**config.mk**
```make
export PLATFORM = sky130hd
export DESIGN_NAME = vga_core_flat
export DESIGN_NICKNAME = d
export VERILOG_FILES = /design/src/rtl/vga_pkg.sv /design/src/rtl/vga_if.sv /design/src/rtl/vga_timing.sv /design/src/rtl/vga_core.sv /design/src/flat_wrapper.sv
export SDC_FILE = /design/constraint.sdc
export NUM_CORES = 1
export LEC_CHECK = 0
export BUFFER_PORTS_ARGS = -buffer_cell sky130_fd_sc_hd__buf_2
export CAP_MARGIN = 30
export CORE_MARGIN = 2
export CORE_UTILIZATION = 50
export DETAILED_ROUTE_END_ITERATION = 12
export GPL_TIMING_DRIVEN = 0
export HOLD_SLACK_MARGIN = 0.1
export MAX_ROUTING_LAYER = met4
export PLACE_DENSITY_LB_ADDON = 0.1
export SLEW_MARGIN = 10
export SYNTH_ARGS = -nofsm -noshare
export SYNTH_HDL_FRONTEND = slang
export SYNTH_SLANG_ARGS = --single-unit
```
**constraint.sdc**
```tcl
create_clock -name clk -period 3.41 [get_ports clk]
set_input_delay 0.1705 -clock clk [delete_from_list [all_inputs] [get_ports clk]]
set_output_delay 0.1705 -clock clk [all_outputs]
set_load 0.05 [all_outputs]
```
**src/rtl/vga_pkg.sv**
```systemverilog
`default_nettype none
// ============================================================================
// Module      : vga_pkg
// Description : 640x480@60 timing defaults, derived totals, sync positions.
// Revision    : 1.0 - initial release
// ============================================================================
package vga_pkg;

    localparam int c_CNT_W    = 10;

    localparam int c_H_ACTIVE = 640;
    localparam int c_H_FP     = 16;
    localparam int c_H_SYNC   = 96;
    localparam int c_H_BP     = 48;
    localparam int c_V_ACTIVE = 480;
    localparam int c_V_FP     = 10;
    localparam int c_V_SYNC   = 2;
    localparam int c_V_BP     = 33;

    function automatic int line_total(input int active, input int fp,
                                      input int sync, input int bp);
        return active + fp + sync + bp;
    endfunction

    localparam int c_H_TOTAL      = line_total(c_H_ACTIVE, c_H_FP, c_H_SYNC, c_H_BP);
    localparam int c_V_TOTAL      = line_total(c_V_ACTIVE, c_V_FP, c_V_SYNC, c_V_BP);
    localparam int c_H_SYNC_START = c_H_ACTIVE + c_H_FP;
    localparam int c_H_SYNC_END   = c_H_SYNC_START + c_H_SYNC;
    localparam int c_V_SYNC_START = c_V_ACTIVE + c_V_FP;
    localparam int c_V_SYNC_END   = c_V_SYNC_START + c_V_SYNC;

    typedef logic [c_CNT_W-1:0] cnt_t;

    typedef struct packed {
        logic [2:0] r;
        logic [2:0] g;
        logic [1:0] b;
    } rgb_t;

endpackage
`default_nettype wire

```
**src/rtl/vga_if.sv**
```systemverilog
`default_nettype none
// ============================================================================
// Module      : vga_if
// Description : VGA output bundle: syncs, colour and raster position.
// Revision    : 1.0 - initial release
// ============================================================================
interface vga_if;
    import vga_pkg::*;

    logic       h_sync;
    logic       v_sync;
    logic [2:0] vga_R;
    logic [2:0] vga_G;
    logic [1:0] vga_B;
    cnt_t       x_cnt;
    cnt_t       y_cnt;

    modport master (output h_sync, v_sync, vga_R, vga_G, vga_B, x_cnt, y_cnt);
    modport slave  (input  h_sync, v_sync, vga_R, vga_G, vga_B, x_cnt, y_cnt);
endinterface
`default_nettype wire

```
**src/rtl/vga_timing.sv**
```systemverilog
`default_nettype none
// ============================================================================
// Module      : vga_timing
// Description : Pixel enable, raster counters, sync and active-video decode.
// Revision    : 1.0 - initial release
// ============================================================================
module vga_timing
    import vga_pkg::*;
#(
    parameter int H_ACTIVE = c_H_ACTIVE,
    parameter int H_FP     = c_H_FP,
    parameter int H_SYNC   = c_H_SYNC,
    parameter int H_BP     = c_H_BP,
    parameter int V_ACTIVE = c_V_ACTIVE,
    parameter int V_FP     = c_V_FP,
    parameter int V_SYNC   = c_V_SYNC,
    parameter int V_BP     = c_V_BP
) (
    input  wire  clk,
    input  wire  rst,
    output cnt_t o_x_cnt,
    output cnt_t o_y_cnt,
    output logic o_h_sync,
    output logic o_v_sync,
    output logic o_active
);

    localparam cnt_t c_H_LAST  = cnt_t'(line_total(H_ACTIVE, H_FP, H_SYNC, H_BP) - 1);
    localparam cnt_t c_V_LAST  = cnt_t'(line_total(V_ACTIVE, V_FP, V_SYNC, V_BP) - 1);
    localparam cnt_t c_H_ACT   = cnt_t'(H_ACTIVE);
    localparam cnt_t c_V_ACT   = cnt_t'(V_ACTIVE);
    localparam cnt_t c_HS_BEG  = cnt_t'(H_ACTIVE + H_FP);
    localparam cnt_t c_HS_END  = cnt_t'(H_ACTIVE + H_FP + H_SYNC);
    localparam cnt_t c_VS_BEG  = cnt_t'(V_ACTIVE + V_FP);
    localparam cnt_t c_VS_END  = cnt_t'(V_ACTIVE + V_FP + V_SYNC);

    logic r_pix_en;
    cnt_t r_x_cnt;
    cnt_t r_y_cnt;

    // Pixel rate is half the system clock; the counters move on pix_en cycles only.
    always_ff @(posedge clk) begin
        if (rst) begin
            r_pix_en <= 1'b0;
            r_x_cnt  <= '0;
            r_y_cnt  <= '0;
        end else begin
            r_pix_en <= ~r_pix_en;
            if (r_pix_en) begin
                if (r_x_cnt == c_H_LAST) begin
                    r_x_cnt <= '0;
                    if (r_y_cnt == c_V_LAST) begin
                        r_y_cnt <= '0;
                    end else begin
                        r_y_cnt <= r_y_cnt + 10'd1;
                    end
                end else begin
                    r_x_cnt <= r_x_cnt + 10'd1;
                end
            end
        end
    end

    assign o_x_cnt  = r_x_cnt;
    assign o_y_cnt  = r_y_cnt;
    assign o_h_sync = ~((r_x_cnt >= c_HS_BEG) && (r_x_cnt < c_HS_END));
    assign o_v_sync = ~((r_y_cnt >= c_VS_BEG) && (r_y_cnt < c_VS_END));
    assign o_active = (r_x_cnt < c_H_ACT) && (r_y_cnt < c_V_ACT);

endmodule
`default_nettype wire

```
**src/rtl/vga_core.sv**
```systemverilog
`default_nettype none
// ============================================================================
// Module      : vga_core
// Description : VGA timing generator with an eight-bar colour test pattern.
// Revision    : 1.0 - initial release
// ============================================================================
module vga_core
    import vga_pkg::*;
#(
    parameter int H_ACTIVE = c_H_ACTIVE,
    parameter int H_FP     = c_H_FP,
    parameter int H_SYNC   = c_H_SYNC,
    parameter int H_BP     = c_H_BP,
    parameter int V_ACTIVE = c_V_ACTIVE,
    parameter int V_FP     = c_V_FP,
    parameter int V_SYNC   = c_V_SYNC,
    parameter int V_BP     = c_V_BP
) (
    input  wire   clk,
    input  wire   rst,
    vga_if.master vga
);

    localparam cnt_t c_BAR_W = cnt_t'(H_ACTIVE / 8);

    cnt_t       w_x_cnt;
    cnt_t       w_y_cnt;
    logic       w_h_sync;
    logic       w_v_sync;
    logic       w_active;
    logic [2:0] w_bar;
    rgb_t       w_rgb;

    vga_timing #(
        .H_ACTIVE (H_ACTIVE),
        .H_FP     (H_FP),
        .H_SYNC   (H_SYNC),
        .H_BP     (H_BP),
        .V_ACTIVE (V_ACTIVE),
        .V_FP     (V_FP),
        .V_SYNC   (V_SYNC),
        .V_BP     (V_BP)
    ) u_timing (
        .clk      (clk),
        .rst      (rst),
        .o_x_cnt  (w_x_cnt),
        .o_y_cnt  (w_y_cnt),
        .o_h_sync (w_h_sync),
        .o_v_sync (w_v_sync),
        .o_active (w_active)
    );

    // Bar index bits map straight onto the colour channels: bit2 red, bit1 green, bit0 blue.
    assign w_bar = 3'(w_x_cnt / c_BAR_W);

    always_comb begin
        w_rgb = '0;
        if (w_active) begin
            w_rgb.r = {3{w_bar[2]}};
            w_rgb.g = {3{w_bar[1]}};
            w_rgb.b = {2{w_bar[0]}};
        end
    end

    assign vga.h_sync = w_h_sync;
    assign vga.v_sync = w_v_sync;
    assign vga.vga_R  = w_rgb.r;
    assign vga.vga_G  = w_rgb.g;
    assign vga.vga_B  = w_rgb.b;
    assign vga.x_cnt  = w_x_cnt;
    assign vga.y_cnt  = w_y_cnt;

endmodule
`default_nettype wire

```
**src/flat_wrapper.sv**
```systemverilog
// flat-port wrapper written by rule: the top's interface ports become plain ports
module vga_core_flat import vga_pkg::*;
#(
    parameter int H_ACTIVE = c_H_ACTIVE,
    parameter int H_FP     = c_H_FP,
    parameter int H_SYNC   = c_H_SYNC,
    parameter int H_BP     = c_H_BP,
    parameter int V_ACTIVE = c_V_ACTIVE,
    parameter int V_FP     = c_V_FP,
    parameter int V_SYNC   = c_V_SYNC,
    parameter int V_BP     = c_V_BP
)
  (clk, rst, vga_h_sync, vga_v_sync, vga_vga_R, vga_vga_G, vga_vga_B, vga_x_cnt, vga_y_cnt);
  vga_if vga_i ();
  input  wire clk;
  input  wire rst;
  output wire logic [$bits(vga_i.h_sync)-1:0] vga_h_sync;
  output wire logic [$bits(vga_i.v_sync)-1:0] vga_v_sync;
  output wire logic [$bits(vga_i.vga_R)-1:0] vga_vga_R;
  output wire logic [$bits(vga_i.vga_G)-1:0] vga_vga_G;
  output wire logic [$bits(vga_i.vga_B)-1:0] vga_vga_B;
  output wire logic [$bits(vga_i.x_cnt)-1:0] vga_x_cnt;
  output wire logic [$bits(vga_i.y_cnt)-1:0] vga_y_cnt;
  assign vga_h_sync = vga_i.h_sync;
  assign vga_v_sync = vga_i.v_sync;
  assign vga_vga_R = vga_i.vga_R;
  assign vga_vga_G = vga_i.vga_G;
  assign vga_vga_B = vga_i.vga_B;
  assign vga_x_cnt = vga_i.x_cnt;
  assign vga_y_cnt = vga_i.y_cnt;
  vga_core #(.H_ACTIVE(H_ACTIVE), .H_FP(H_FP), .H_SYNC(H_SYNC), .H_BP(H_BP), .V_ACTIVE(V_ACTIVE), .V_FP(V_FP), .V_SYNC(V_SYNC), .V_BP(V_BP)) u_core (.clk(clk), .rst(rst), .vga(vga_i));
endmodule
```
* Word level (Yosys, flattened, before mapping)
Cells that the tools add are included.
** Cells by class
- Divide/modulo/power cells :: 1
- Bitwise gates (word level) :: 3
- $lt $le $gt $ge :: 6
- Multiply operators :: 0
- Eq/ne operators :: 2
- Shifts and indexed selects :: 0
- Multiplexer cells :: 3
- Reduce and logical (&&, ||, !) cells :: 4
- $add $sub $neg :: 2
** Operator list (number)
- 10-bit by 1-bit adder with 10-bit output, second input constant :: 2
- 10-bit == test, second input constant :: 2
- 10-bit less-than comparator, second input constant :: 2
- 10-bit by 9-bit less-than comparator with 1-bit output, second input constant :: 2
- 10-bit two-way mux :: 2
- 10-bit by 7-bit divider with 10-bit output, second input constant :: 1
- 10-bit >= comparator, second input constant :: 1
- 10-bit by 9-bit >= comparator with 1-bit output, second input constant :: 1
- 8-bit two-way mux :: 1
- 1-bit logical AND :: 3
- 1-bit NOT :: 3
- 2-bit AND reduction :: 1
** Storage, ports and cells
- ROM bits :: 0
- RAM bits :: 0
- Memories kept :: 0
- Input bits :: 2
- Word-level logic and storage cells :: 24
- Output and inout port bits :: 30
- Bits in registers :: 21
- Latch bits :: 0

* Logic depth before layout (Yosys ltp)
Gate-level depths: netlist (run 1).
- Depth in word-level cells :: 3
- Depth in mapped cells :: 7
- Depth with buffers taken out :: 6

* Modules after synthesis
From an unflattened synthesis (run 1), not the netlist that was laid out.
** Unflattened totals
- Cells, all modules :: 169
- Area total of the unflattened synthesis :: 1372.6 um2
** Modules (own cells, without submodules)
- vga_timing :: cells an instance 135, times used 1, area an instance 1168.6 um2
- vga_core :: cells an instance 34, times used 1, area an instance 203.9 um2

* Worst setup path before layout (run 1)
OpenSTA, ideal clock, no wires.
- Path kind :: register to output
- Start :: register u_core.u_timing.r_x_cnt[7] (netlist: u_core.u_timing.o_x_cnt[7])
- End :: output port vga_vga_B[1]
- Path buffers :: 3
- Setup slack :: 0.565 ns
- Stages on the path, launching flop included :: 8
- Data arrival time :: 2.674 ns
- Cells stage by stage :: dfxtp_1 > buf_6 > nor2b_1 > clkbuf_1 > mux2i_1 > nand3_1 > a31oi_1 > buf_4
** On the way
- Cells in the longest elaborated chain, start to end :: 3
- Elaborated cells on any way between the ends :: 4
- Those cells by class :: div (1); order compare (1); mux (1); reduce/logical (1)
** Ends and longest elaborated chain
- from (decl) :: RTL line vga_timing.sv:38 : cnt_t r_x_cnt;
- from (signal assigned) :: RTL line vga_timing.sv:58 : r_x_cnt <= r_x_cnt + 10'd1;
- parallel branches: the longest is 2 deep, another holds 10-bit by 7-bit divider with 10-bit output
- 8-bit two-way mux * :: RTL line vga_core.sv:58 : if (w_active) begin
- to (decl) :: RTL line flat_wrapper.sv:21 : output wire logic [$bits(vga_i.vga_B)-1:0] vga_vga_B;
Every way passes the cells marked *.

* Final worst setup path (run 1)
Same ends and word-level chain as after synthesis.

==> results of run 1 <==
flip-flops by register name, summed over array words and instances, names as in the netlist:
register and cells:
u_core.u_timing.o_x_cnt 10, u_core.u_timing.o_y_cnt 10, u_core.u_timing.r_pix_en 1
cell families after synthesis:
logic type | after synthesis | share of synthesized area (%)
and+or+nand+nor | 77 | 33.0
xor gates and xnor gates | 14 | 9.05
DFF | 21 | 31.0
muxes | 4 | 3.05
buffers and inverters | 23 | 10.6
adders and majority gates | 5 | 4.62
AOI/OAI and AO/OA | 18 | 8.68
metrics by stage:
stage	total power, mW	instance area [um2]
after global routing	0.420	1570
after global placement	0.281	1540
after CTS	0.409	1570
after floorplan	0.276	1360
after detailed placement	0.281	1540
final	0.403	1570
cell usage in the layout, fill, tap and decap left out, drive strengths merged, types with 2 or more instances in the layout:
cell type  count
nor2          22
inv            7
buf           38
a21oi          5
nor4           5
mux2i          3
nand3          9
xnor2          9
xor2           5
clkbuf        11
ha             5
nand4b         2
and4           2
and3           2
or4            3
nor3           6
nand2          9
nand4          4
nand2b         4
o21ai          3
nor2b          2
dfxtp         21
a31oi          3
or3            3
layer usage:
layer | track usage, % | vias up | share of wire [%]
li1 | - | 628 | -
met1 | 23.7 | 591 | 48
met2 | 32.3 | 36 | 47
met3 | 2.79 | 2 | 4.7
met4 | 4.76 | 0 | 0.55
met5 | - | - | 0
worst max-delay path by stage:
stage,startpoint,slack [ps],to
after global routing,u_core.u_timing.o_x_cnt[7],910,vga_vga_B[1]
after detailed placement,u_core.u_timing.o_x_cnt[0],1350,u_core.u_timing.o_y_cnt[8]
final,u_core.u_timing.o_x_cnt[7],1070,vga_vga_B[1]
after floorplan,u_core.u_timing.o_x_cnt[7],570,vga_vga_B[1]
after global placement,u_core.u_timing.o_x_cnt[0],1360,u_core.u_timing.o_y_cnt[7]
after CTS,u_core.u_timing.o_y_cnt[5],1100,vga_vga_G[2]
layout make-up:
class / instances / area (um2) / area share (%)
clock buffers: 3 / 22.5 / 1.43
inverters: 7 / 26.3 / 1.67
flip-flops and latches: 21 / 420 / 26.7
multi-input cells: 118 / 791 / 50.3
repair buffers: 30 / 150 / 9.55
clock inverters: 1 / 7.51 / 0.477
plain buffers: 16 / 118 / 7.48
well taps: 30 / 37.5 / 2.39
power groups by stage:
stage | combinational, mW | sequential [mW] | clock, mW
floorplan | 0.0121 | 0.264 | 0
detailed placement | 0.0246 | 0.257 | 0
global placement | 0.0243 | 0.257 | 0
finish | 0.0243 | 0.251 | 0.128
global route | 0.0265 | 0.252 | 0.142
CTS | 0.0246 | 0.251 | 0.133
==> results.txt, run 1 <==
Outcome = finished clean
Sequential fraction of the synthesis area = 31.0%
R2r endpoint = u_core.u_timing.o_y_cnt[8]
Post-DRT Antenna Nets = 0
Top Ports = 32
WP buf/inv = 4
Die width = 56.1 um
Initial antenna violation count = 0
Bufs on Longest Clock Path = 2
Worst r2r path cells = 6
Fin util = 62.4%
Setup bufs post-CTS = 0
N_diodes = 0
Starting Density = 53.7%
Async SR Flop Fraction = 0%
Mapped Nets = 169
Critical path arrival = 2170 ps
Final period util = 68.6%
Vias/cell = 5.56
Final #Nets = 204
Pwr per Cell Area = 256 nW/um2
Leakage Power = 0.636 nW
Root Buffer = clkbuf_4
Most frequent cell after synthesis = nor2_1
Final Hold Fails = 0
Hold Path Sink = u_core.u_timing.o_x_cnt[4]
Die H = 56.1 um
Post-synth EDFFs = 0
Die area = 3140 um2
Worst-path clk slew = 130 ps
Grt ovf = 0
Top_reg_cell synth = dfxtp_1
Via count = 1,257
DR DRC count = 0
Psw = 0.103 mW
Slowest cell on crit path = dfxtp_1
Placer Congestion = 0.828
Levels on crit path = 8
Hold path depth = 2
Layout area overhead = 16.1%
DP Wirelength = 2160 um
Fillcell total = 265
CP Cell Sequence = buf_6, nor2b_1, clkbuf_1, o22ai_1, a221oi_1, a31oi_1, buf_4, buf_2
Sequential fraction of design power = 62.3%
CTS resizes = 0
First-pass GRT wire length = 4790 um
Post-synthesis cell area = 1360 um2
Setup crit end kind = primary output
GRT Resource Usage Total = 19.0%
Num CTS Buffers = 3
Combinational share of power = 6.0%
Hold-fix buffers, CTS = 0
Worst-path maximum fanout = 9
Synth Instances = 162
Clock power share = 31.7%
Least-Margin Pin Slew = 883 ps
Place WS = 1350 ps
Cell taking the most area after synthesis = dfxtp_1
Slew Limit Fails = 0
Worst r2r src = u_core.u_timing.o_x_cnt[0]
Top cell type's share of synthesized area = 31.0%
Worst Skew = 3.07 ps
Hold WS = 186 ps
DRT iter0 DRCs = 22
CORE AREA = 2520 um2
Worst endpoint required time = 3240 ps
Setup TNS Final = 0 ps
Pin count of the biggest net entering global routing = 14
Synth top cells by count = 22 x nor2_1, 21 x dfxtp_1, 9 x nand2_1, 9 x nand3_1, 9 x xnor2_1
Flop2flop setup slack = 1320 ps
Fmax = 427 MHz
Largest stage delay on the critical path = 360 ps
Sw Share = 25.6%
Peak VDD IR = 254 uV
CTS tree = built
Drt wl/cell = 12.8 um
Startpoint types = flip-flop
Worst setup margin = 1070 ps
Worst rel slew slack = 40.6%
RSZ-0062 raised after global routing = no
Non-filler cells, final = 226
Port bufs = 30
Critical path class = flip-flop to primary output
Share of cells above drive strength 1 = 26.0%
Worst Hold Class = input pin to flip-flop
Drt total wl = 2900 um
# Max-Cap Violations = 0
Pre-antenna DRT Iters = 6
Placed Cells = 222
Library cells used by synthesis = 44
Syn_area_per_cell = 8.36 um2
Ys Warns = 0
Hold Startpoint = rst
Power Internal = 0.300 mW
Vias in the first global route = 1,099
Setup violators final = 0
Final Critical Period = 2340 ps
Skew-Pair Late Insertion Delay = 310 ps
CTS H-tree lvls = 1
# clock sinks = 21
Cell row count = 18
FF+latch count, synth = 21
Worst path top cell family by delay = buffers and inverters
Largest cells by area after synthesis = dfxtp_1 31%, nor2_1 6.1%, xnor2_1 5.8%, ha_1 4.6%, nand3_1 3.3%
Note: power is estimated with default switching activity, not from simulation.
==> run 2: changes to the inputs <==
- ABC_AREA: default -> 1
- CORE_UTILIZATION: 50 -> 48
- clock period: 3.41 -> 2.1 ns (I/O delays scaled with it)
==> run 2 against run 1 <==
Against the previous run: non-clock buffer count is the same; setup slack lost 1100 ps; sequential power grew 62%; synthesized cell count grew 14%; first-iteration DRC count grew to 3.0 times the previous value; sequential cell count is the same; clock-buffer cell count is the same; die area grew 2.9%; clock power grew 63%; wire length grew 18%; global-route usage grew 2.6 points; critical path depth grew 6; critical path type unchanged.
==> results.txt, run 2 <==
Outcome = finished clean (unchanged)
Leakage Power = 0.861 nW (was 0.636 nW)
Place WS = 182 ps (was 1350 ps)
Combinational share of power = 6.0% (about the same)
Psw = 0.172 mW (was 0.103 mW)
Largest cells by area after synthesis = dfxtp_1 31%, nand2_1 8.4%, nor2_1 7.0%, inv_1 5.3%, xor2_1 5.2% (was dfxtp_1 31%, nor2_1 6.1%, xnor2_1 5.8%, ha_1 4.6%, nand3_1 3.3%)
Drt wl/cell = 13.2 um (was 12.8 um)
Most frequent cell after synthesis = nand2_1 (was nor2_1)
Multi-input gate area = 895 um2 (was 791 um2)
Pre-antenna DRT Iters = 4 (was 6)
Final Hold Fails = 0 (unchanged)
Die H = 56.9 um (was 56.1 um)
Worst r2r src = u_core.u_timing.o_x_cnt[0] (unchanged)
Cell row count = 19 (was 18)
DR DRC count = 0 (unchanged)
Worst-path clk slew = 130 ps (about the same)
Most common cell after layout, fill and taps aside = buf_2 (unchanged)
Worst setup margin = 0.982 ps (was 1070 ps)
Setup crit end kind = primary output (unchanged)
RSZ-0062 raised after global routing = yes (was no)
Sequential fraction of the synthesis area = 31.3% (was 31.0%)
Post-synthesis cell area = 1340 um2 (was 1360 um2)
# clock sinks = 21 (unchanged)
Syn_area_per_cell = 7.29 um2 (was 8.36 um2)
FF+latch count, synth = 21 (unchanged)
Critical path arrival = 1990 ps (was 2170 ps)
Final #Nets = 236 (was 204)
Fmax = 476 MHz
CTS H-tree lvls = 1 (unchanged)
Top cell type's share of synthesized area = 31.3% (was 31.0%)
Seq. cell area = 433 um2 (was 420 um2)
# Max-Cap Violations = 0 (unchanged)
Non-filler cells, final = 259 (was 226)
Final Critical Period = 2100 ps
DRT iter0 DRCs = 67 (was 22)
Worst setup path end = vga_vga_B[1] (unchanged)
DP Wirelength = 2330 um (was 2160 um)
Critical path class = flip-flop to primary output (unchanged)
Synth Instances = 184 (was 162)
CP startpoint = u_core.u_timing.o_x_cnt[9] (was u_core.u_timing.o_x_cnt[7])
CORE AREA = 2710 um2 (was 2520 um2)
Drt total wl = 3430 um (was 2900 um)
Most frequent CP cell = nand2_4
Slew Limit Fails = 0 (unchanged)
CTS tree = built (unchanged)
Setup violators final = 0 (unchanged)
Worst-path maximum fanout = 5 (was 9)
Placed Cells = 246 (was 222)
GRT Resource Usage Total = 21.6% (was 19.0%)
Fillcell total = 229 (was 265)
Pwr per Cell Area = 361 nW/um2 (was 256 nW/um2)
First-pass GRT wire length = 5350 um (was 4790 um)
Worst Skew = 8.45 ps (was 3.07 ps)
Bufs on Longest Clock Path = 2 (unchanged)
Grt ovf = 0 (unchanged)
Via count = 1,355 (was 1,257)
Power Internal = 0.482 mW (was 0.300 mW)
Starting Density = 49.5% (was 53.7%)
Top Ports = 32 (unchanged)
Post-synth EDFFs = 0 (unchanged)
Pin count of the biggest net entering global routing = 14 (unchanged)
Startpoint types = flip-flop (unchanged)
Library cells used by synthesis = 30 (was 44)
Cell area after layout = 1810 um2 (was 1570 um2)
Top_reg_cell synth = dfxtp_1 (unchanged)
Largest stage delay on the critical path = 420 ps (was 360 ps)
Skew-Pair Late Insertion Delay = 320 ps (was 310 ps)
Fin util = 66.8% (was 62.4%)
Most frequent cells in the layout = 26 x buf_2, 25 x nand2_1, 23 x nor2_1, 18 x inv_1, 17 x dfxtp_1 (was 30 x buf_2, 22 x nor2_1, 21 x dfxtp_1)
Synth top cells by count = 30 x nand2_1, 25 x nor2_1, 21 x dfxtp_1, 19 x inv_1, 11 x a21oi_1 (was 22 x nor2_1, 21 x dfxtp_1, 9 x nand2_1, 9 x nand3_1, 9 x xnor2_1)
Worst rel slew slack = 64.9% (was 40.6%)
CP Cell Sequence = inv_4, nor2_4, nor2_4, nand2_4, nand2_4, nand2_4, nand3_2, nand2_2, nand2_1, nand2_1, nand2_2, a21oi_4, buf_6, buf_8 (was buf_6, nor2b_1, clkbuf_1, o22ai_1, a221oi_1, a31oi_1, buf_4, buf_2)
Ys Warns = 0 (unchanged)
Worst endpoint required time = 2000 ps (was 3240 ps)
Overall Power = 0.654 mW (was 0.403 mW)
Share of cells above drive strength 1 = 39.5% (was 26.0%)
Hold WS = 525 ps (was 186 ps)
Vias in the first global route = 1,241 (was 1,099)
Async SR Flop Fraction = 0% (unchanged)
N_diodes = 0 (unchanged)
Die width = 56.9 um (was 56.1 um)
Layout area overhead = 34.9% (was 16.1%)
Setup TNS Final = 0 ps (unchanged)
Flop2flop setup slack = 340 ps (was 1320 ps)
Post-DRT Antenna Nets = 0 (unchanged)
Root Buffer = clkbuf_4 (unchanged)
Initial antenna violation count = 0 (unchanged)
Num CTS Buffers = 3 (unchanged)
Worst r2r path cells = 8 (was 6)
Worst Hold Class = flip-flop to flip-flop (was input pin to flip-flop)
Placer Congestion = 0.848 (was 0.828)
R2r endpoint = u_core.u_timing.o_y_cnt[2] (was u_core.u_timing.o_y_cnt[8])
Clock power share = 31.9% (was 31.7%)
Sequential fraction of design power = 62.1% (was 62.3%)
Port bufs = 31 (was 30)
Instance area at placement = 1570 um2 (was 1540 um2)
Slowest cell on crit path = dfxtp_4 (was dfxtp_1)
Sw Share = 26.3% (was 25.6%)
Cell taking the most area after synthesis = dfxtp_1 (unchanged)
Final period util = 100%
Mapped Nets = 191 (was 169)
Vias/cell = 5.23 (was 5.56)
Peak VDD IR = 344 uV (was 254 uV)
Die area = 3230 um2 (was 3140 um2)
Least-Margin Pin Slew = 513 ps (was 883 ps)
-- run 2: changes by cell type in the layout (fill, tap and decap cells not counted), moves of 5 or more --
cell,previous run,this run
nand2_1,9,25
inv_1,7,18
nand2_4,0,8
xnor2_1,9,1
nand2_2,0,6
a21oi_1,4,9
buf_4,6,11
clkbuf_1,6,1
-- run 2: routing by layer --
layer	GRT usage [%]	part of all wire (%)	vias up
met5	-	0	-
met4	8.31	3.1	0
met3	2.53	3.6	12
met2	37.5	53	38
met1	25.4	40	619
li1	-	-	686
-- run 2: worst max-delay path: cells and delay by family (launching register included) --
family                 cells  cell delay (ps)
buffers and inverters      3              300
AO/OA/AOI/OAI              1              140
flip-flops                 1              420
AND/OR/NAND/NOR           10              800
-- run 2: layout make-up --
class	instances	share of cell area, %
inverters	23	5.33
clock buffers	3	1.24
well taps	31	2.14
multi-input cells	134	49.4
clock inverters	1	0.415
repair buffers	40	14.6
plain buffers	6	2.90
flip-flops and latches	21	23.9
-- run 2: cells by family after synthesis --
kind of cell / after synthesis / share of synthesized area [%]
compound gates: 20 / 8.58
flops: 21 / 31.3
simple gates: 100 / 39.5
buf+inv: 29 / 10.1
xor+xnor: 9 / 5.88
fa+ha+maj: 5 / 4.66
-- run 2: worst min-delay path by stage --
| stage | startpoint | endpoint | slack (ps) | cells after the start |
|---|---|---|---|---|
| final | u_core.u_timing.o_x_cnt[1] | u_core.u_timing.o_x_cnt[1] | 520 | 2 |
| after global placement | rst | u_core.u_timing.o_x_cnt[1] | 430 | 4 |
| after detailed placement | rst | u_core.u_timing.o_x_cnt[1] | 440 | 4 |
| after global routing | u_core.u_timing.r_pix_en | u_core.u_timing.r_pix_en | 550 | 1 |
| after CTS | u_core.u_timing.o_x_cnt[1] | u_core.u_timing.o_x_cnt[1] | 530 | 2 |
| after floorplan | rst | u_core.u_timing.o_x_cnt[1] | 290 | 3 |
-- run 2: power groups by stage --
stage / sequential (mW) / combinational (mW) / clock, mW
after global placement: 0.414 / 0.0372 / 0
after global routing: 0.407 / 0.0435 / 0.229
final: 0.406 / 0.0392 / 0.209
after floorplan: 0.426 / 0.0156 / 0
after detailed placement: 0.414 / 0.0379 / 0
after CTS: 0.406 / 0.0394 / 0.215
-- run 2: what timing repair did --
item                                    4_1_cts  5_1_grt
endpoints found under the hold margin         1        0
endpoints found under the setup margin        2        5
pin swaps                                     1        9
resized for setup                            12       27
hold buffers                                  1        0
setup buffers                                 2        6
==> run 3: changes to the inputs <==
- CORE_MARGIN: 2 -> 8
==> run 3 against run 2 <==
Against the previous run: combinational power down 1%; critical path depth unchanged; worst hold slack worse by 410 ps.
==> results.txt, run 3 (synthesized netlist as in run 2, its figures left out) <==
Setup TNS Final = 0 ps (unchanged)
Share of cells above drive strength 1 = 39.5% (unchanged)
DP Wirelength = 2560 um (was 2330 um)
Outcome = finished clean (unchanged)
Worst-path maximum fanout = 5 (unchanged)
Placer Congestion = 0.879 (was 0.848)
Setup violators final = 0 (unchanged)
GRT Resource Usage Total = 14.9% (was 21.6%)
Bufs on Longest Clock Path = 2 (unchanged)
Fillcell total = 240 (was 229)
Setup crit end kind = primary output (unchanged)
Fmax = 487 MHz (was 476 MHz)
RSZ-0062 raised after global routing = yes (unchanged)
Die area = 4740 um2 (was 3230 um2)
Least-Margin Pin Slew = 495 ps (was 513 ps)
Worst Skew = 3.79 ps (was 8.45 ps)
Worst endpoint required time = 2000 ps (about the same)
Critical path arrival = 1950 ps (was 1990 ps)
Vias in the first global route = 1,316 (was 1,241)
Overall Power = 0.646 mW (was 0.654 mW)
CP startpoint = u_core.u_timing.o_x_cnt[7] (was u_core.u_timing.o_x_cnt[9])
CTS H-tree lvls = 1 (unchanged)
Pwr per Cell Area = 365 nW/um2 (was 361 nW/um2)
Worst rel slew slack = 67.0% (was 64.9%)
Leakage Power = 0.853 nW (was 0.861 nW)
CTS tree = built (unchanged)
DRT iter0 DRCs = 64 (was 67)
Die H = 68.9 um (was 56.9 um)
Final Critical Period = 2050 ps (was 2100 ps)
N_diodes = 0 (unchanged)
Cell area after layout = 1770 um2 (was 1810 um2)
Num CTS Buffers = 3 (unchanged)
Starting Density = 49.5% (unchanged)
Pre-antenna DRT Iters = 4 (unchanged)
Worst r2r src = u_core.u_timing.o_x_cnt[1] (was u_core.u_timing.o_x_cnt[0])
Peak VDD IR = 380 uV (was 344 uV)
Root Buffer = clkbuf_4 (unchanged)
Vias/cell = 5.23 (unchanged)
Final Hold Fails = 0 (unchanged)
# Max-Cap Violations = 0 (unchanged)
Final period util = 97.8% (was 100%)
Final #Nets = 236 (unchanged)
Cell row count = 19 (unchanged)
Top Ports = 32 (unchanged)
CORE AREA = 2710 um2 (unchanged)
Initial antenna violation count = 0 (unchanged)
Critical path class = flip-flop to primary output (unchanged)
Most frequent cells in the layout = 26 x nand2_1, 26 x buf_2, 23 x nor2_1, 17 x inv_1, 17 x dfxtp_1 (was 26 x buf_2, 25 x nand2_1, 23 x nor2_1, 18 x inv_1, 17 x dfxtp_1)
Post-DRT Antenna Nets = 0 (unchanged)
Hold-fix buffers, CTS = 0 (was 1)
Pin count of the biggest net entering global routing = 14 (unchanged)
# clock sinks = 21 (unchanged)
Instance area at placement = 1570 um2 (unchanged)
Skew-Pair Late Insertion Delay = 300 ps (was 320 ps)
Die width = 68.9 um (was 56.9 um)
Layout area overhead = 32.0% (was 34.9%)
DR DRC count = 0 (unchanged)
Port bufs = 31 (unchanged)
Via count = 1,355 (unchanged)
Startpoint types = flip-flop (unchanged)
Drt total wl = 3430 um (unchanged)
Hold Startpoint = rst (was u_core.u_timing.o_x_cnt[1])
First-pass GRT wire length = 5440 um (was 5350 um)
Drt wl/cell = 13.2 um (unchanged)
Slew Limit Fails = 0 (unchanged)
Worst Hold Class = input pin to flip-flop (was flip-flop to flip-flop)
Grt ovf = 0 (unchanged)
Worst-path clk slew = 130 ps (about the same)
-- run 3: final timing paths --
path                                     end  slack, ps  cells past startpoint
setup / recovery                vga_vga_B[1]         50                     14
hold / removal    u_core.u_timing.o_x_cnt[1]        120                      4
setup reg to reg  u_core.u_timing.o_y_cnt[3]        340                      8
hold reg to reg     u_core.u_timing.r_pix_en        520                      1
-- run 3: metrics by stage --
step	std cells	hold WS, ps	setup slack (ps)	utilization, %
after floorplan	184	287	61.1	-
after global placement	246	430	225	57.9
after global routing	259	148	-75.2	65.3
final	259	120	45.7	65.3
after CTS	252	112	-61.8	60.4
after detailed placement	246	454	186	57.9
-- run 3: area by class of cell --
type                       instances  area, um2  share of cell area [%]
inverter                          23       96.3                    5.44
timing repair buffer              40        250                    14.1
tap                               31       38.8                    2.19
clock inverter                     1       7.51                   0.424
multi-input combinational        134        877                    49.5
buffer                             6       45.0                    2.54
clock buffer                       3       22.5                    1.27
sequential                        21        433                    24.5
-- run 3: layer usage --
layer,vias to the layer above,track usage [%],part of all wire (%)
met2,35,27.3,52
met3,8,2.10,4.7
met5,-,-,0
met1,630,15.7,41
met4,0,5.51,2.1
li1,682,-,-
-- run 3: worst max-delay path: stages, from the launching register on --
cell and delay, ps:
dfxtp_4 430, inv_6 60, nand2_4 80, nand2_4 50
nand2_2 80, nand2_4 70, nand3_1 120, nand3_2 100
nand2_2 80, nand2_1 50, nand2_1 80, nand2_2 60
a21oi_4 130, buf_6 120, buf_8 130
-- run 3: report_power, final --
group | switching (mW) | internal (mW) | total [mW]
Clock | 0.129 | 0.0724 | 0.202
Sequential | 0.00580 | 0.399 | 0.405
Combinational | 0.0303 | 0.00859 | 0.0388
-- run 3: timing repair --
item	CTS	global route
setup buffers	2	7
resized for setup	7	23
setup endpoints to repair	2	5
pin swaps	3	6
